**src/rtl/pdes_event_ctrl.sv**
```systemverilog
// pdes_event_ctrl
// Run sequencer for the PHOLD PDES engine. It takes a run from start
// through initial-event seeding into the running phase and on to
// completion. While running, it moves new events from the cores into the
// external priority queue, dispatches queue-head events to ready cores and
// keeps a monotonic global virtual time (GVT).
module pdes_event_ctrl #(
  parameter int NUM_CORE     = 4,
  parameter int NB_COREID    = 2,
  parameter int NUM_LP       = 16,
  parameter int NB_LPID      = 4,
  parameter int TIME_WID     = 16,
  parameter int MSG_WID      = 32,
  parameter int IDLE_TIMEOUT = 8
) (
  input  logic                         clk,
  input  logic                         rst_n,
  input  logic                         start,
  input  logic                         abort,
  input  logic [TIME_WID-1:0]          sim_end_time,
  output logic [TIME_WID-1:0]          gvt,
  output logic                         rtn_vld,
  output logic                         busy,
  input  logic [NUM_CORE-1:0]          core_out_vld,
  input  logic [NUM_CORE*MSG_WID-1:0]  core_out_msg,
  output logic [NUM_CORE-1:0]          core_out_ack,
  input  logic [NUM_CORE-1:0]          core_ready,
  output logic [NUM_CORE-1:0]          core_evt_vld,
  output logic [MSG_WID-1:0]           core_evt_msg,
  input  logic [TIME_WID-1:0]          min_time,
  input  logic                         min_time_vld,
  output logic                         q_enq,
  output logic [MSG_WID-1:0]           q_enq_data,
  output logic                         q_deq,
  input  logic [MSG_WID-1:0]           q_head,
  input  logic                         q_empty,
  input  logic                         q_full,
  output logic                         rnd_next
);

  localparam int QC_W = $clog2(IDLE_TIMEOUT + 1);

  typedef enum logic [1:0] {
    S_IDLE = 2'd0,
    S_INIT = 2'd1,
    S_RUN  = 2'd2,
    S_FIN  = 2'd3
  } state_e;

  state_e                state_q, state_d;
  logic [NB_LPID-1:0]    init_cnt_q, init_cnt_d;
  logic [NB_COREID-1:0]  rcv_ptr_q, rcv_ptr_d;
  logic [NB_COREID-1:0]  send_ptr_q, send_ptr_d;
  logic [QC_W-1:0]       quiet_cnt_q, quiet_cnt_d;
  logic [TIME_WID-1:0]   gvt_q, gvt_d;
  logic                  busy_q;
  logic                  rtn_vld_q;

  logic [NB_COREID-1:0]  rcv_win;
  logic [NB_COREID-1:0]  snd_win;
  logic [MSG_WID-1:0]    rcv_msg;
  logic [TIME_WID-1:0]   head_time;
  logic [TIME_WID-1:0]   cand;
  logic                  cand_vld;
  logic                  quiet_now;

  // Round-robin pick: lowest requesting index at or after ptr, wrapping.
  function automatic logic [NB_COREID-1:0] rr_pick(
    input logic [NUM_CORE-1:0]  req,
    input logic [NB_COREID-1:0] ptr
  );
    logic [NB_COREID-1:0] win;
    logic                 found;
    int                   idx;
    win   = ptr;
    found = 1'b0;
    for (int i = 0; i < NUM_CORE; i++) begin
      idx = (int'(ptr) + i) % NUM_CORE;
      if (!found && req[idx]) begin
        win   = idx[NB_COREID-1:0];
        found = 1'b1;
      end
    end
    return win;
  endfunction

  // Pointer following a grant, wrapping at NUM_CORE.
  function automatic logic [NB_COREID-1:0] ptr_inc(input logic [NB_COREID-1:0] w);
    logic [NB_COREID-1:0] r;
    if (w == NB_COREID'(NUM_CORE - 1)) begin
      r = '0;
    end else begin
      r = w + NB_COREID'(1);
    end
    return r;
  endfunction

  // One-hot strobe vector for a core index.
  function automatic logic [NUM_CORE-1:0] onehot(input logic [NB_COREID-1:0] w);
    logic [NUM_CORE-1:0] v;
    v    = '0;
    v[w] = 1'b1;
    return v;
  endfunction

  // A null message (anti=1, lp=0, time=0) is acknowledged but never queued.
  function automatic logic is_null(input logic [MSG_WID-1:0] m);
    return m[TIME_WID+NB_LPID] && (m[TIME_WID +: NB_LPID] == '0) &&
           (m[TIME_WID-1:0] == '0);
  endfunction

  assign rcv_win      = rr_pick(core_out_vld, rcv_ptr_q);
  assign snd_win      = rr_pick(core_ready, send_ptr_q);
  assign rcv_msg      = core_out_msg[rcv_win*MSG_WID +: MSG_WID];
  assign head_time    = q_head[TIME_WID-1:0];
  assign quiet_now    = q_empty && !min_time_vld && (core_out_vld == '0);
  assign core_evt_msg = q_head;
  assign gvt          = gvt_q;
  assign busy         = busy_q;
  assign rtn_vld      = rtn_vld_q;

  // GVT candidate: minimum of the in-flight core time and the queue-head time.
  always_comb begin
    cand_vld = min_time_vld || !q_empty;
    cand     = head_time;
    if (min_time_vld && !q_empty) begin
      cand = (min_time < head_time) ? min_time : head_time;
    end else if (min_time_vld) begin
      cand = min_time;
    end else begin
      cand = head_time;
    end
  end

  // Next-state, arbitration and strobe generation.
  always_comb begin
    state_d      = state_q;
    init_cnt_d   = init_cnt_q;
    rcv_ptr_d    = rcv_ptr_q;
    send_ptr_d   = send_ptr_q;
    quiet_cnt_d  = '0;
    gvt_d        = gvt_q;
    core_out_ack = '0;
    core_evt_vld = '0;
    q_enq        = 1'b0;
    q_enq_data   = '0;
    q_deq        = 1'b0;
    rnd_next     = 1'b0;

    case (state_q)
      S_IDLE: begin
        if (start) begin
          state_d    = S_INIT;
          gvt_d      = '0;
          init_cnt_d = '0;
        end else begin
          state_d = S_IDLE;
        end
      end

      S_INIT: begin
        if (!q_full) begin
          q_enq                          = 1'b1;
          rnd_next                       = 1'b1;
          q_enq_data[TIME_WID +: NB_LPID] = init_cnt_q;
          init_cnt_d                     = init_cnt_q + NB_LPID'(1);
          if (init_cnt_q == NB_LPID'(NUM_LP - 1)) begin
            state_d = S_RUN;
          end else begin
            state_d = S_INIT;
          end
        end else begin
          state_d = S_INIT;
        end
        if (abort) begin
          state_d = S_FIN;
        end else begin
          state_d = state_d;
        end
      end

      S_RUN: begin
        // Receiving has priority; at most one queue operation per cycle.
        if ((core_out_vld != '0) && !q_full) begin
          core_out_ack = onehot(rcv_win);
          rcv_ptr_d    = ptr_inc(rcv_win);
          if (!is_null(rcv_msg)) begin
            q_enq      = 1'b1;
            q_enq_data = rcv_msg;
          end else begin
            q_enq = 1'b0;
          end
        end else if (!q_empty && (core_ready != '0)) begin
          q_deq        = 1'b1;
          rnd_next     = 1'b1;
          core_evt_vld = onehot(snd_win);
          send_ptr_d   = ptr_inc(snd_win);
        end else begin
          q_enq = 1'b0;
        end

        // GVT only ever moves forward.
        if (cand_vld && (cand > gvt_q)) begin
          gvt_d = cand;
        end else begin
          gvt_d = gvt_q;
        end

        if (quiet_now) begin
          quiet_cnt_d = quiet_cnt_q + QC_W'(1);
        end else begin
          quiet_cnt_d = '0;
        end

        if (abort || (gvt_q > sim_end_time) || (quiet_cnt_d == QC_W'(IDLE_TIMEOUT))) begin
          state_d = S_FIN;
        end else begin
          state_d = S_RUN;
        end
      end

      S_FIN: begin
        state_d = S_IDLE;
      end

      default: begin
        state_d = S_IDLE;
      end
    endcase
  end

  // State, counters, pointers, GVT and status flags.
  always_ff @(posedge clk or negedge rst_n) begin
    if (!rst_n) begin
      state_q     <= S_IDLE;
      init_cnt_q  <= '0;
      rcv_ptr_q   <= '0;
      send_ptr_q  <= '0;
      quiet_cnt_q <= '0;
      gvt_q       <= '0;
      busy_q      <= 1'b0;
      rtn_vld_q   <= 1'b0;
    end else begin
      state_q     <= state_d;
      init_cnt_q  <= init_cnt_d;
      rcv_ptr_q   <= rcv_ptr_d;
      send_ptr_q  <= send_ptr_d;
      quiet_cnt_q <= quiet_cnt_d;
      gvt_q       <= gvt_d;
      busy_q      <= (state_d != S_IDLE);
      rtn_vld_q   <= (state_d == S_FIN);
    end
  end

endmodule
```
**config.mk**
```make
export PLATFORM = sky130hd
export DESIGN_NAME = pdes_event_ctrl
export DESIGN_NICKNAME = d
export VERILOG_FILES = /design/src/rtl/pdes_event_ctrl.sv
export SDC_FILE = /design/constraint.sdc
export NUM_CORES = 1
export LEC_CHECK = 0
export CORE_MARGIN = 2
export CORE_UTILIZATION = 24
export CTS_BUF_LIST = sky130_fd_sc_hd__clkbuf_8
export CTS_CLUSTER_SIZE = 28
export DETAILED_ROUTE_END_ITERATION = 6
export PLACE_DENSITY = 0.57
export SYNTH_ARGS = -nofsm -noshare
export SYNTH_HDL_FRONTEND = slang
export SYNTH_SLANG_ARGS = --single-unit
```
**constraint.sdc**
```tcl
create_clock -name clk -period 3.9 [get_ports clk]
set_clock_uncertainty 0.05 [all_clocks]
set_input_delay 0.39 -clock clk [delete_from_list [all_inputs] [get_ports clk]]
set_output_delay 0.39 -clock clk [all_outputs]
set_load 0.1 [all_outputs]
```
==> results of run 1 <==
## what timing repair did
action | in CTS | in global routing
setup endpoints to repair | 17 | 29
gates resized for setup | 64 | 71
pin swaps | 28 | 35
buffers inserted | 5 | 12
gates cloned | 2 | 1
## final cells by class
type,count,area [um^2]
clock buffers,5,68.8
clock inverters,3,23.8
fillers,1836,10200
inverters,64,245
multi-input cells,426,3740
flip-flops and latches,32,801
well taps,265,332
repair buffers,361,3920
## flip-flops by register name (all words and copies together), names as in the netlist
name,count
gvt,16
init_cnt_q,4
quiet_cnt_q,4
rcv_ptr_q,2
send_ptr_q,2
state_q,2
busy,1
rtn_vld,1
## path summary, 6_finish.rpt
check                      slack (ps)            from              to  cells after the start
setup / recovery                   80    min_time[11]          gvt[8]                     16
setup reg to reg                 1360      state_q[0]         gvt[13]                     10
min in group asynchronous         460           rst_n          gvt[4]                      2
max in group asynchronous        3040           rst_n         gvt[13]                      2
hold reg to reg                   440  quiet_cnt_q[0]  quiet_cnt_q[0]                      1
hold / removal                    440  quiet_cnt_q[0]  quiet_cnt_q[0]                      1
## stage by stage
stage	util	std cells	setup WS [ps]	total power, mW
finish	0.472	1156	79.0	4.57
global route	0.472	1156	-14.2	4.88
CTS	0.453	1144	1.09	4.40
detailed placement	0.436	1129	-756	4.03
global placement	0.436	1129	-647	4.03
floorplan	-	577	-119	2.92
## power by group through the flow
| stage | registers (mW) | clock network (mW) | logic [mW] |
|---|---|---|---|
| floorplan | 1.01 | 0 | 1.91 |
| global placement | 0.582 | 0 | 3.44 |
| detailed placement | 0.576 | 0 | 3.46 |
| CTS | 0.577 | 0.268 | 3.56 |
| global route | 0.603 | 0.290 | 3.99 |
| finish | 0.581 | 0.264 | 3.72 |
## cells by family (layout without fill, tap and decap cells)
group	Yosys count	count (layout)	share of synthesized area
AOI/OAI and AO/OA	149	150	0.221
xor gates and xnor gates	2	2	0.00374
muxes	29	29	0.101
and+or+nand+nor	185	185	0.213
adders and majority gates	60	60	0.160
buffers and inverters	120	433	0.130
DFF	32	32	0.171
## layer usage
layer  up-vias  track usage  part of all wire
met3        17       0.0550             0.091
met4         0       0.0361             0.012
met2       221        0.353              0.53
met5         -            0                 0
li1       2677            -                 -
met1      2536        0.204              0.37
## critical path, cell delays in order
cell	delay (ps)
sky130_fd_sc_hd__clkdlybuf4s50_1	480
sky130_fd_sc_hd__ha_4	300
sky130_fd_sc_hd__nand4_1	110
sky130_fd_sc_hd__nor2_2	150
sky130_fd_sc_hd__a221oi_4	100
sky130_fd_sc_hd__buf_4	170
sky130_fd_sc_hd__o21ai_4	220
sky130_fd_sc_hd__mux2_4	360
sky130_fd_sc_hd__ha_4	260
sky130_fd_sc_hd__nand4_1	90
sky130_fd_sc_hd__or3_4	350
sky130_fd_sc_hd__o31a_1	280
sky130_fd_sc_hd__o221ai_4	80
sky130_fd_sc_hd__o2111ai_4	190
sky130_fd_sc_hd__buf_6	190
sky130_fd_sc_hd__a22o_1	220
## placed cells by master, fill, tap and decap left out, types with 6 or more instances in the layout
cell,netlist,final
sky130_fd_sc_hd__clkdlybuf4s50_1,0,190
sky130_fd_sc_hd__buf_4,34,78
sky130_fd_sc_hd__inv_1,62,57
sky130_fd_sc_hd__buf_12,0,48
sky130_fd_sc_hd__ha_1,60,42
sky130_fd_sc_hd__nand2_1,40,40
sky130_fd_sc_hd__nand3_1,36,35
sky130_fd_sc_hd__dfrtp_1,32,32
sky130_fd_sc_hd__o21ai_0,27,26
sky130_fd_sc_hd__a21oi_1,32,26
sky130_fd_sc_hd__nor2_1,24,22
sky130_fd_sc_hd__a22o_1,20,20
sky130_fd_sc_hd__a21o_1,16,16
sky130_fd_sc_hd__ha_4,0,16
sky130_fd_sc_hd__nor2b_1,26,15
sky130_fd_sc_hd__and2_1,15,15
sky130_fd_sc_hd__mux4_2,13,13
sky130_fd_sc_hd__buf_6,3,12
sky130_fd_sc_hd__dlygate4sd2_1,0,12
sky130_fd_sc_hd__nor2b_2,0,11
sky130_fd_sc_hd__dlymetal6s2s_1,0,11
sky130_fd_sc_hd__mux2_4,0,10
sky130_fd_sc_hd__a22oi_1,12,10
sky130_fd_sc_hd__and3_1,10,10
sky130_fd_sc_hd__nand4_1,9,9
sky130_fd_sc_hd__a21oi_2,0,6
sky130_fd_sc_hd__clkbuf_2,0,6
==> results, run 1 <==
- The combinational share of power is 0.815.
- Buffers inserted to repair hold after CTS numbered 0.
- The share of synthesized flip-flops with an asynchronous set or reset is 1.00.
- Subtracting the final worst setup slack from the clock period gives approximately 3800 ps.
- The critical path endpoint category is a register.
- The number of storage elements in the synthesis netlist is 32.
- The horizontal extent of the die is about 140 um.
- The clock tree from TritonCTS is yes.
- The internal power of the cells totals about 2.1 mW.
- The first global-routing pass estimated 29600 um of wire.
- Row generation in the floorplan step produced just over 50 rows.
- The path category of the worst min-delay check is reg2reg.
- Counting flops with a built-in enable in the synthesized netlist gives 0.
- The kind of start point of the critical path is an input port.
- The layout-stage area growth over the synthesis result is 94.8%.
- The placeable core region is between 0.015 and 0.02 mm^2.
- The peak ir drop on the vdd network is around 0.37 mV.
- The clock edge transition at the registers on the reported setup and hold paths is 70 ps.
- The number of sinks handled by clock tree synthesis is 32.
- The synthesized netlist occupies a cell area of approximately 0.0047 mm^2.
- The initial antenna violation count is 0.
- In the post-synthesis netlist, the cell with the most instances is sky130_fd_sc_hd__inv_1.
- The number of max-slew violations in the final report is 0.
- On the final layout, the worst hold slack is 443 ps.
- The via count of the first global-routing pass was 5425.
- The share of total power dissipated in sequential elements is 0.127.
- Averaged over all synthesized cells, the footprint is 8.12 um^2.
- The tree is rooted in a sky130_fd_sc_hd__clkbuf_8.
- Of the available clock period, the critical path in the final layout requires 0.980.
- Counting every net in the synthesized netlist gives ~840.
- 300 I/O pins were placed.
- Clock tree synthesis inserted a total of 5 buffers.
- At the end of routability-driven placement, the weighted congestion stood at just over 0.8.
- The clock passes through at most 2 buffers.
- During placement, the flow inserted port buffers numbering between 200 and 300.
- The biggest area contributor in the post-synthesis netlist is sky130_fd_sc_hd__dfrtp_1.
- At the pin with the least slew margin, the transition time is 1010 ps.
- The most used flip-flop cell after synthesis is sky130_fd_sc_hd__dfrtp_1.
- The largest net degree at the start of global routing is 33.
- The biggest fanout along the worst timing path is 8.
- During synthesis, Yosys emitted a total of 0 warnings.
- For the worst-skew pair, the clock arrives at the later sink with an insertion delay of 290 ps.
- The number of distinct library cell variants in the gate-level netlist after synthesis is around 60.
- The final number of setup-violating endpoints is 0.
- Ranked by total cell area, the synthesized netlist is headed by sky130_fd_sc_hd__dfrtp_1, sky130_fd_sc_hd__ha_1, sky130_fd_sc_hd__mux4_2.
- By count the netlist is led by sky130_fd_sc_hd__inv_1, sky130_fd_sc_hd__ha_1, sky130_fd_sc_hd__nand2_1.
- For the final routed database, the setup TNS stands at 0 ps.
- The hold violation total from the final report is 0.
- Once layout is done, the placed cells without fillers occupy slightly above 0.009 mm^2.
- The share of power burned in the clock network is 0.058.
- The final routed wirelength across all metal layers is between 20000 and 25000 um.
- The total routing resource utilization after global routing is 0.186.
- In this run the tightest slew margin relative to its limit is 0.319.
- The area enclosed by the die boundary is 0.0207 mm^2.
- In this run the static leakage power is ~4 nW.
- The max capacitance violation total is 0.
- For this configuration, the core starts out at a cell density of 0.242.
- Based on the critical path, the design can be clocked at up to 262 MHz.
- Synthesis produced between 500 and 600 cells.
- The register area share after synthesis is 0.171.
- The detailed-routing iteration count for the pre-antenna-repair pass is 4.
- The category of the most critical setup path is in2reg.
- The antenna diode count is 0.
- The height of the die is 144 um.
- The routed layout has around 5500 vias.
- After detailed routing, the number of remaining DRC violations is 0.
- Dividing total power by cell area gives a power density of about 500 mW/mm^2.
- The wire length per cell is roughly 18 um.
- The switching power total is about 2.5 mW.
- Global routing finished with a remaining overflow of 0.
- The flow ran to the end, and the final reports show no timing, DRC or antenna violations.
- STA puts the critical path data required time at roughly 4000 ps.
- At the worst endpoint, the arrival time is 3950 ps.
- The iteration-0 DRC count of the detailed router is 216.
- The share of synthesized area in the top cell type comes to 0.171.
- In this run the remaining antenna-violating nets after routing total 0.
- After detailed placement, the total cell area comes to about 0.0084 mm^2.
- The fraction of final layout cells sized beyond drive strength 1 is 0.283.
- In the routed layout, each cell is associated on average with a via count of approximately 4.7.
- At the end of the flow, the number of nets in the layout was about 1200.
- The share of total power consumed by net switching is 0.540.
- Detailed placement finished with a half-perimeter wire length of around 17000 um.
- The H-tree was split into 2 levels.
(Power assumes the default switching activity.)
==> run 2, diff against run 1 <==
==> constraint.sdc (replaced) <==
create_clock -name clk -period 3.9 [get_ports clk]
set_clock_uncertainty 0.05 [all_clocks]
set_input_delay 1.17 -clock clk [delete_from_list [all_inputs] [get_ports clk]]
set_output_delay 1.17 -clock clk [all_outputs]
set_load 0.1 [all_outputs]
==> run 2 against run 1 <==
Net effect:
- the run now ends with negative setup slack left
- hold slack better by 6.5 ps
- final area is 13% higher
- first-iteration DRC count is 25% lower
- register-to-register slack hardly changed
- worst setup slack worse by 1300 ps
- combinational power is 27% higher
- wire length is 6.3% higher
- die area stayed put
==> results, run 2 (synthesis results as in run 1) <==
- The final number of setup-violating endpoints was 52 (+52).
- The critical register-to-register path endpoint is gvt[1].
- In this run the worst hold path is classified as reg2reg.
- The reported leakage power was 4.51 nW (+12%).
- The actual transition at the worst max-transition pin came to 757 ps (-256 ps).
- The capture point of the worst path is q_enq.
- The wire length on met2 is 11400 um (+5.7%).
- The data arrival at the endpoint of the critical path is 3860 ps (-90 ps).
- In the layout the commonest cells are sky130_fd_sc_hd__clkdlybuf4s50_1, sky130_fd_sc_hd__buf_4, sky130_fd_sc_hd__buf_12.
- The run finished, with violations left.
- The fmax is 197 MHz (-25%).
- The post-route antenna net violation count is 0 (unchanged).
- The kind of start point of the critical path is an input port.
- The minimum setup slack among reg-to-reg paths is 1350 ps (about the same).
- The global-route wire length before repair is 31600 um (+6.9%).
- The clock insertion delay at the later pin of the skew report is 290 ps (about the same).
- TritonCTS built the clock tree.
- The final hold slack came to 449 ps (+6.48 ps).
- The final cell count without fillers is 1198 (+3.6%).
- The final routed wirelength across all metal layers is 21600 um (+6.3%).
- The number of ports placed on the die boundary is 300 (unchanged).
- The fraction of final layout cells sized beyond drive strength 1 is 0.443 (+0.160).
- The library cell used most frequently in the layout, excluding fill and tap cells, is sky130_fd_sc_hd__clkdlybuf4s50_1.
- The via density per instance is 4.82 (+2.2%).
- The height of the die is 144 um (unchanged).
- The number of levels the H-tree was split into came to 2 (unchanged).
- The weighted congestion reported at the end of routability-driven placement is 0.847 (+3.2%).
- The number of cells in the design after placement is 1152 (+2.0%).
- The path depth of the worst reg2reg path was 11 (+1).
- The count of hold buffers inserted by post-cts repair was 0 (unchanged).
- The placeable core region is 0.0193 mm^2 (unchanged).
- The starting utilization of the core area is 0.242 (unchanged).
- The peak ir drop on the vdd network is 0.340 mV (-7.9%).
- The initial antenna violation count is 1 (+1).
- Setup repair after global routing could not meet its margin everywhere.
- The iteration-0 DRC count of the detailed router was 163 (-25%).
- The worst endpoint required time is 2680 ps (-1350 ps).
- The met3 layer wire length in the routed design is 1750 um (-5.8%).
- The relative slew slack is 0.496 (+0.177).
- The first element of the critical path is core_out_vld[2].
- The post-route clock period utilization is 1.30 (+0.322).
- The maximum count of clock buffers along a single path came to 2 (unchanged).
- The biggest fanout along the worst timing path is 5 (-3).
- The number of sinks handled by clock tree synthesis is 32 (unchanged).
- The number of flip-flops in the largest register is 16 (unchanged).
- The clock edge transition at the registers on the reported setup and hold paths is 70 ps (about the same).
- The detailed-routing iteration count for the pre-antenna-repair pass is 5 (+1).
- The setup TNS was -32570 ps (-32570 ps).
- The final reports fail on negative setup slack.
- The area enclosed by the die boundary came to 0.0207 mm^2 (unchanged).
- The total clock buffers created by CTS came to 5 (unchanged).
- The row count was 51 (unchanged).
- The max capacitance violation total is 0 (unchanged).
- The root buffer cell is sky130_fd_sc_hd__clkbuf_8.
- The number of max-slew violations in the final report is 0 (unchanged).
- The power per standard cell area is 542 mW/mm^2 (+8.4%).
- The worst setup path is captured at an output port.
- The final layout net count is 1199 (+3.6%).
- The beginning of the worst register-to-register path is state_q[0].
- The DRC violations left was 0 (unchanged).
- The total routing resource utilization after global routing came to 0.195 (+0.00954).
- The wire length per cell was 18.1 um (+2.5%).
- The count of buffers inserted at the top-level ports was 267 (unchanged).
- The horizontal extent of the die is 144 um (unchanged).
- The met1 wire length is 7900 um (+5.1%).
- The final core utilization is 0.535 (+0.0633).
- The total number of vias is 5775 (+5.9%).
- Relative to the synthesized area, the layout overhead comes to 121%.
- The top routing layer in use is met5.
- The minimum clock period is 5080 ps (+1260 ps).
- The half-perimeter wire length of the detailed placement result is 16800 um (+0.88%).
- The largest net degree at the start of global routing came to 33 (unchanged).
- The hold violation total from the final report came to 0 (unchanged).
- The via count of the first global-routing pass was 5898 (+8.7%).
- The final global-route overflow total is 0 (unchanged).
- The post-layout worst setup margin is -1180 ps (-1260 ps).
- The antenna diode count is 0 (unchanged).
- The category of the most critical setup path is in2out.
==> run 2: per-layer routing <==
metal / vias to the layer above / GRT usage
met1: 2719 / 0.219
li1: 2772 / -
met5: - / 0
met3: 40 / 0.0460
met2: 242 / 0.366
met4: 2 / 0.0552
==> run 2: repair_timing <==
action	4_1_cts	5_1_grt
pin swaps	71	33
cloned	6	2
gates resized for setup	195	49
setup endpoints to repair	59	58
setup buffers	22	10
==> run 2: stage by stage <==
step	total power, mW	setup slack [ps]	instance area, um^2
after global routing	5.96	-1260	10300
after CTS	5.36	-1290	10000
after global placement	4.44	-1610	9090
final	5.61	-1180	10300
after floorplan	3.17	-994	5160
after detailed placement	4.47	-1610	9090
==> run 2: area by class of cell <==
class	count	area (um^2)
Sequential cell	32	801
Clock inverter	3	42.5
Tap cell	265	332
Inverter	64	245
Multi-Input combinational cell	426	4320
Timing Repair Buffer	403	4540
Clock buffer	5	68.8
Fill cell	1715	8980
==> run 2: report_power, final <==
| part | internal (mW) | total [mW] | switching (mW) |
|---|---|---|---|
| combinational | 2.15 | 4.71 | 2.55 |
| clock | 0.189 | 0.326 | 0.137 |
| sequential | 0.441 | 0.580 | 0.139 |
==> run 2: worst min path at each step <==
stage	from	endpoint	slack, ps	cells after the start
floorplan	quiet_cnt_q[0]	quiet_cnt_q[0]	400	1
global placement	quiet_cnt_q[0]	quiet_cnt_q[0]	440	1
detailed placement	quiet_cnt_q[0]	quiet_cnt_q[0]	440	1
CTS	quiet_cnt_q[0]	quiet_cnt_q[0]	460	1
global route	quiet_cnt_q[0]	quiet_cnt_q[0]	480	1
finish	quiet_cnt_q[0]	quiet_cnt_q[0]	450	1
==> run 2: critical path, stage by stage <==
cell and delay [ps]:
sky130_fd_sc_hd__buf_8 100, sky130_fd_sc_hd__nor2b_4 130, sky130_fd_sc_hd__nor4_4 340, sky130_fd_sc_hd__nor2_4 100, sky130_fd_sc_hd__inv_2 100, sky130_fd_sc_hd__buf_6 120, sky130_fd_sc_hd__nand2_1 60, sky130_fd_sc_hd__a22o_1 230
sky130_fd_sc_hd__or4_4 550, sky130_fd_sc_hd__o41ai_4 380, sky130_fd_sc_hd__buf_4 190, sky130_fd_sc_hd__buf_6 130, sky130_fd_sc_hd__a21boi_4 70, sky130_fd_sc_hd__buf_12 160
==> run 3, diff against run 2 <==
--- a/config.mk
+++ b/config.mk
@@ -14,3 +14,4 @@
 export SYNTH_ARGS = -nofsm -noshare
 export SYNTH_HDL_FRONTEND = slang
 export SYNTH_SLANG_ARGS = --single-unit
+export TNS_END_PERCENT = 5
==> run 3 against run 2 <==
Net effect:
- the flow still finishes with violations (negative setup slack)
- sequential power fell by 2%
- register-to-register slack got worse by 150 ps
- total power fell by 11%
- die area did not move
- global-route usage fell by 1.0 points
- count of clock-buffer cells in the layout rose by 1
- utilization fell by 4.4 points
- maximum frequency fell by 2.0%
- wire length fell by 5.6%
==> results, run 3 (synthesis results as in run 1) <==
- The actual transition at the worst max-transition pin is 800 ps (+43.4 ps).
- The DRC violations left came to 0 (unchanged).
- Traced cell by cell, the critical path runs through buf_12, buf_6, nor3b_4, nor4_4, nor2_4, inv_4, buf_12, buf_8, nand2_4, a22oi_2, or4_4, o41ai_4, buf_4, buf_12, a21boi_4, buf_12.
- In this design, the critical path's most frequently occurring cell is sky130_fd_sc_hd__buf_12.
- The global-route wire length before repair was 29700 um (-5.9%).
- The critical path endpoint category is an output port.
- The maximum count of clock buffers along a single path is 2 (unchanged).
- The max capacitance violation total is 0 (unchanged).
- The register cell area after layout is 801 um^2 (unchanged).
- The minimum setup slack among reg-to-reg paths is 1200 ps (-150 ps).
- The number of max-slew violations in the final report came to 0 (unchanged).
- The final layout net count is 1169 (-2.5%).
- The final routed wirelength across all metal layers came to 20400 um (-5.6%).
- The count of buffers inserted at the top-level ports is 267 (unchanged).
- The placeable core region came to 0.0193 mm^2 (unchanged).
- The most common cell after layout, fill and taps aside is sky130_fd_sc_hd__clkdlybuf4s50_1.
- The path category of the worst min-delay check is reg2reg.
- Setup repair after global routing could not meet its margin everywhere.
- The starting utilization of the core area was 0.242 (unchanged).
- The most critical setup path has its startpoint at core_out_vld[1].
- The wire length per cell was 17.5 um (-3.1%).
- The post-route antenna net violation count was 0 (unchanged).
- The checks that failed: negative setup slack.
- The relative slew slack is 0.467 (-0.0289).
- The antenna diode count is 0 (unchanged).
- The area enclosed by the die boundary came to 0.0207 mm^2 (unchanged).
- The total routing resource utilization after global routing is 0.185 (-0.0100).
- The final hold slack is 442 ps (-7.24 ps).
- Leaving out fill and tap cells, the most frequent cells in the layout are sky130_fd_sc_hd__clkdlybuf4s50_1, sky130_fd_sc_hd__buf_4, sky130_fd_sc_hd__buf_12.
- The largest individual stage delay along the critical path comes from the cell sky130_fd_sc_hd__or4_4.
- The number of levels the H-tree was split into is 2 (unchanged).
- The minimum clock period is 5180 ps (+106 ps).
- The detailed-routing iteration count for the pre-antenna-repair pass is 5 (unchanged).
- The clock tree from TritonCTS is yes.
- The row count is 51 (unchanged).
- The count of fill cells added during filler insertion is 1823 (+6.3%).
- The initial antenna violation count is 1 (unchanged).
- The path depth of the worst reg2reg path is 11 (unchanged).
- The post-layout worst setup margin was -1280 ps (-106 ps).
- The weighted congestion reported at the end of routability-driven placement is 0.888 (+4.8%).
- The biggest fanout along the worst timing path was 7 (+2).
- The reported leakage power is 4.23 nW (-6.1%).
- The largest stage delay on the critical path is 550 ps (about the same).
- The run finished, with violations left.
- The half-perimeter wire length of the detailed placement result is 16600 um (-1.0%).
- The horizontal extent of the die is 144 um (unchanged).
- The power per standard cell area came to 524 mW/mm^2 (-3.3%).
- The clock insertion delay at the later pin of the skew report is 290 ps (about the same).
- The kind of start point of the critical path is an input port.
- The via count of the first global-routing pass is 5536 (-6.1%).
- The fraction of final layout cells sized beyond drive strength 1 came to 0.360 (-0.0827).
- The number of sinks handled by clock tree synthesis was 32 (unchanged).
- The total clock buffers created by CTS is 5 (unchanged).
- The worst setup path is of the in2out kind.
- The number of ports placed on the die boundary is 300 (unchanged).
- The area of the multi-input gates was 0.00377 mm^2 (-13%).
- The fmax is 193 MHz (-2.0%).
- The beginning of the worst register-to-register path is state_q[0].
- The hold violation total from the final report came to 0 (unchanged).
- The endpoint identified for the worst register-to-register timing path is gvt[15].
- The number of flip-flops in the largest register is 16 (unchanged).
- The capture point of the worst path is q_enq.
- The setup TNS is -36720 ps (-4150 ps).
- The data arrival at the endpoint of the critical path came to 3960 ps (+100 ps).
- The largest net degree at the start of global routing is 33 (unchanged).
- The via density per instance is 4.75 (-1.5%).
- The iteration-0 DRC count of the detailed router is 128 (-21%).
- The layout-stage area growth over the synthesis result is 103%.
- The peak ir drop on the vdd network came to 0.243 mV (-29%).
- The total number of vias came to 5548 (-3.9%).
- The post-route clock period utilization came to 1.33 (+0.0272).
- The worst endpoint required time is 2680 ps (about the same).
- Clock tree synthesis selected as its root buffer the cell sky130_fd_sc_hd__clkbuf_8.
- The final global-route overflow total came to 0 (unchanged).
- The height of the die is 144 um (unchanged).
- The final number of setup-violating endpoints is 52 (unchanged).
- The clock edge transition at the registers on the reported setup and hold paths is 60 ps (about the same).
## run 3: per-layer routing
layer,global-route usage,wire [um],vias up
met5,0,11,-
met4,0.0593,641,2
met3,0.0533,1900,38
met2,0.339,10100,250
met1,0.205,7780,2555
li1,-,-,2703
## run 3: final cells by class
class	count	area share
inverter	64	0.0261
clock inverter	2	0.000790
multi-input combinational	425	0.397
clock buffer	6	0.00869
timing repair buffer	374	0.448
sequential	32	0.0843
tap	265	0.0349
## run 3: repair_timing
action,CTS,global route
setup endpoints to repair,59,59
pin swaps,33,20
resized for setup,82,47
hold buffers,0,0
buffers inserted,11,1
gates cloned,2,2
endpoints found under the hold margin,0,0
## run 3: worst min-delay path by stage
stage                   startpoint              to  depth (start not counted)
CTS                 quiet_cnt_q[0]  quiet_cnt_q[0]                          1
floorplan           quiet_cnt_q[0]  quiet_cnt_q[0]                          1
global placement    quiet_cnt_q[0]  quiet_cnt_q[0]                          1
global route        quiet_cnt_q[0]  quiet_cnt_q[0]                          1
detailed placement  quiet_cnt_q[0]  quiet_cnt_q[0]                          1
finish              quiet_cnt_q[0]  quiet_cnt_q[0]                          1
## run 3: report_power, final
group / total, mW / internal, mW / switching (mW) / leakage [nW]
combinational: 4.15 / 1.81 / 2.33 / 3.75
sequential: 0.568 / 0.442 / 0.127 / 0.426
clock: 0.264 / 0.139 / 0.126 / 0.0538
total: 4.98 / 2.39 / 2.59 / 4.23
## run 3: worst max-delay path, delay by kind of cell
| kind | cells | cell delay, ps |
|---|---|---|
| AND/OR/NAND/NOR | 5 | 1080 |
| buffers and inverters | 8 | 1050 |
| AO/OA/AOI/OAI | 3 | 630 |
## run 3: through the flow
stage	cells	instance area, um^2	setup WS [ps]	total power, mW	util
2_1_floorplan	577	4890	-994	2.99	-
3_3_place_gp	1145	8820	-1840	4.27	0.456
3_5_place_dp	1145	8820	-1890	4.29	0.456
4_1_cts	1166	9300	-1330	4.85	0.481
5_1_grt	1168	9500	-1360	5.29	0.491
6_report	1168	9500	-1280	4.98	0.491
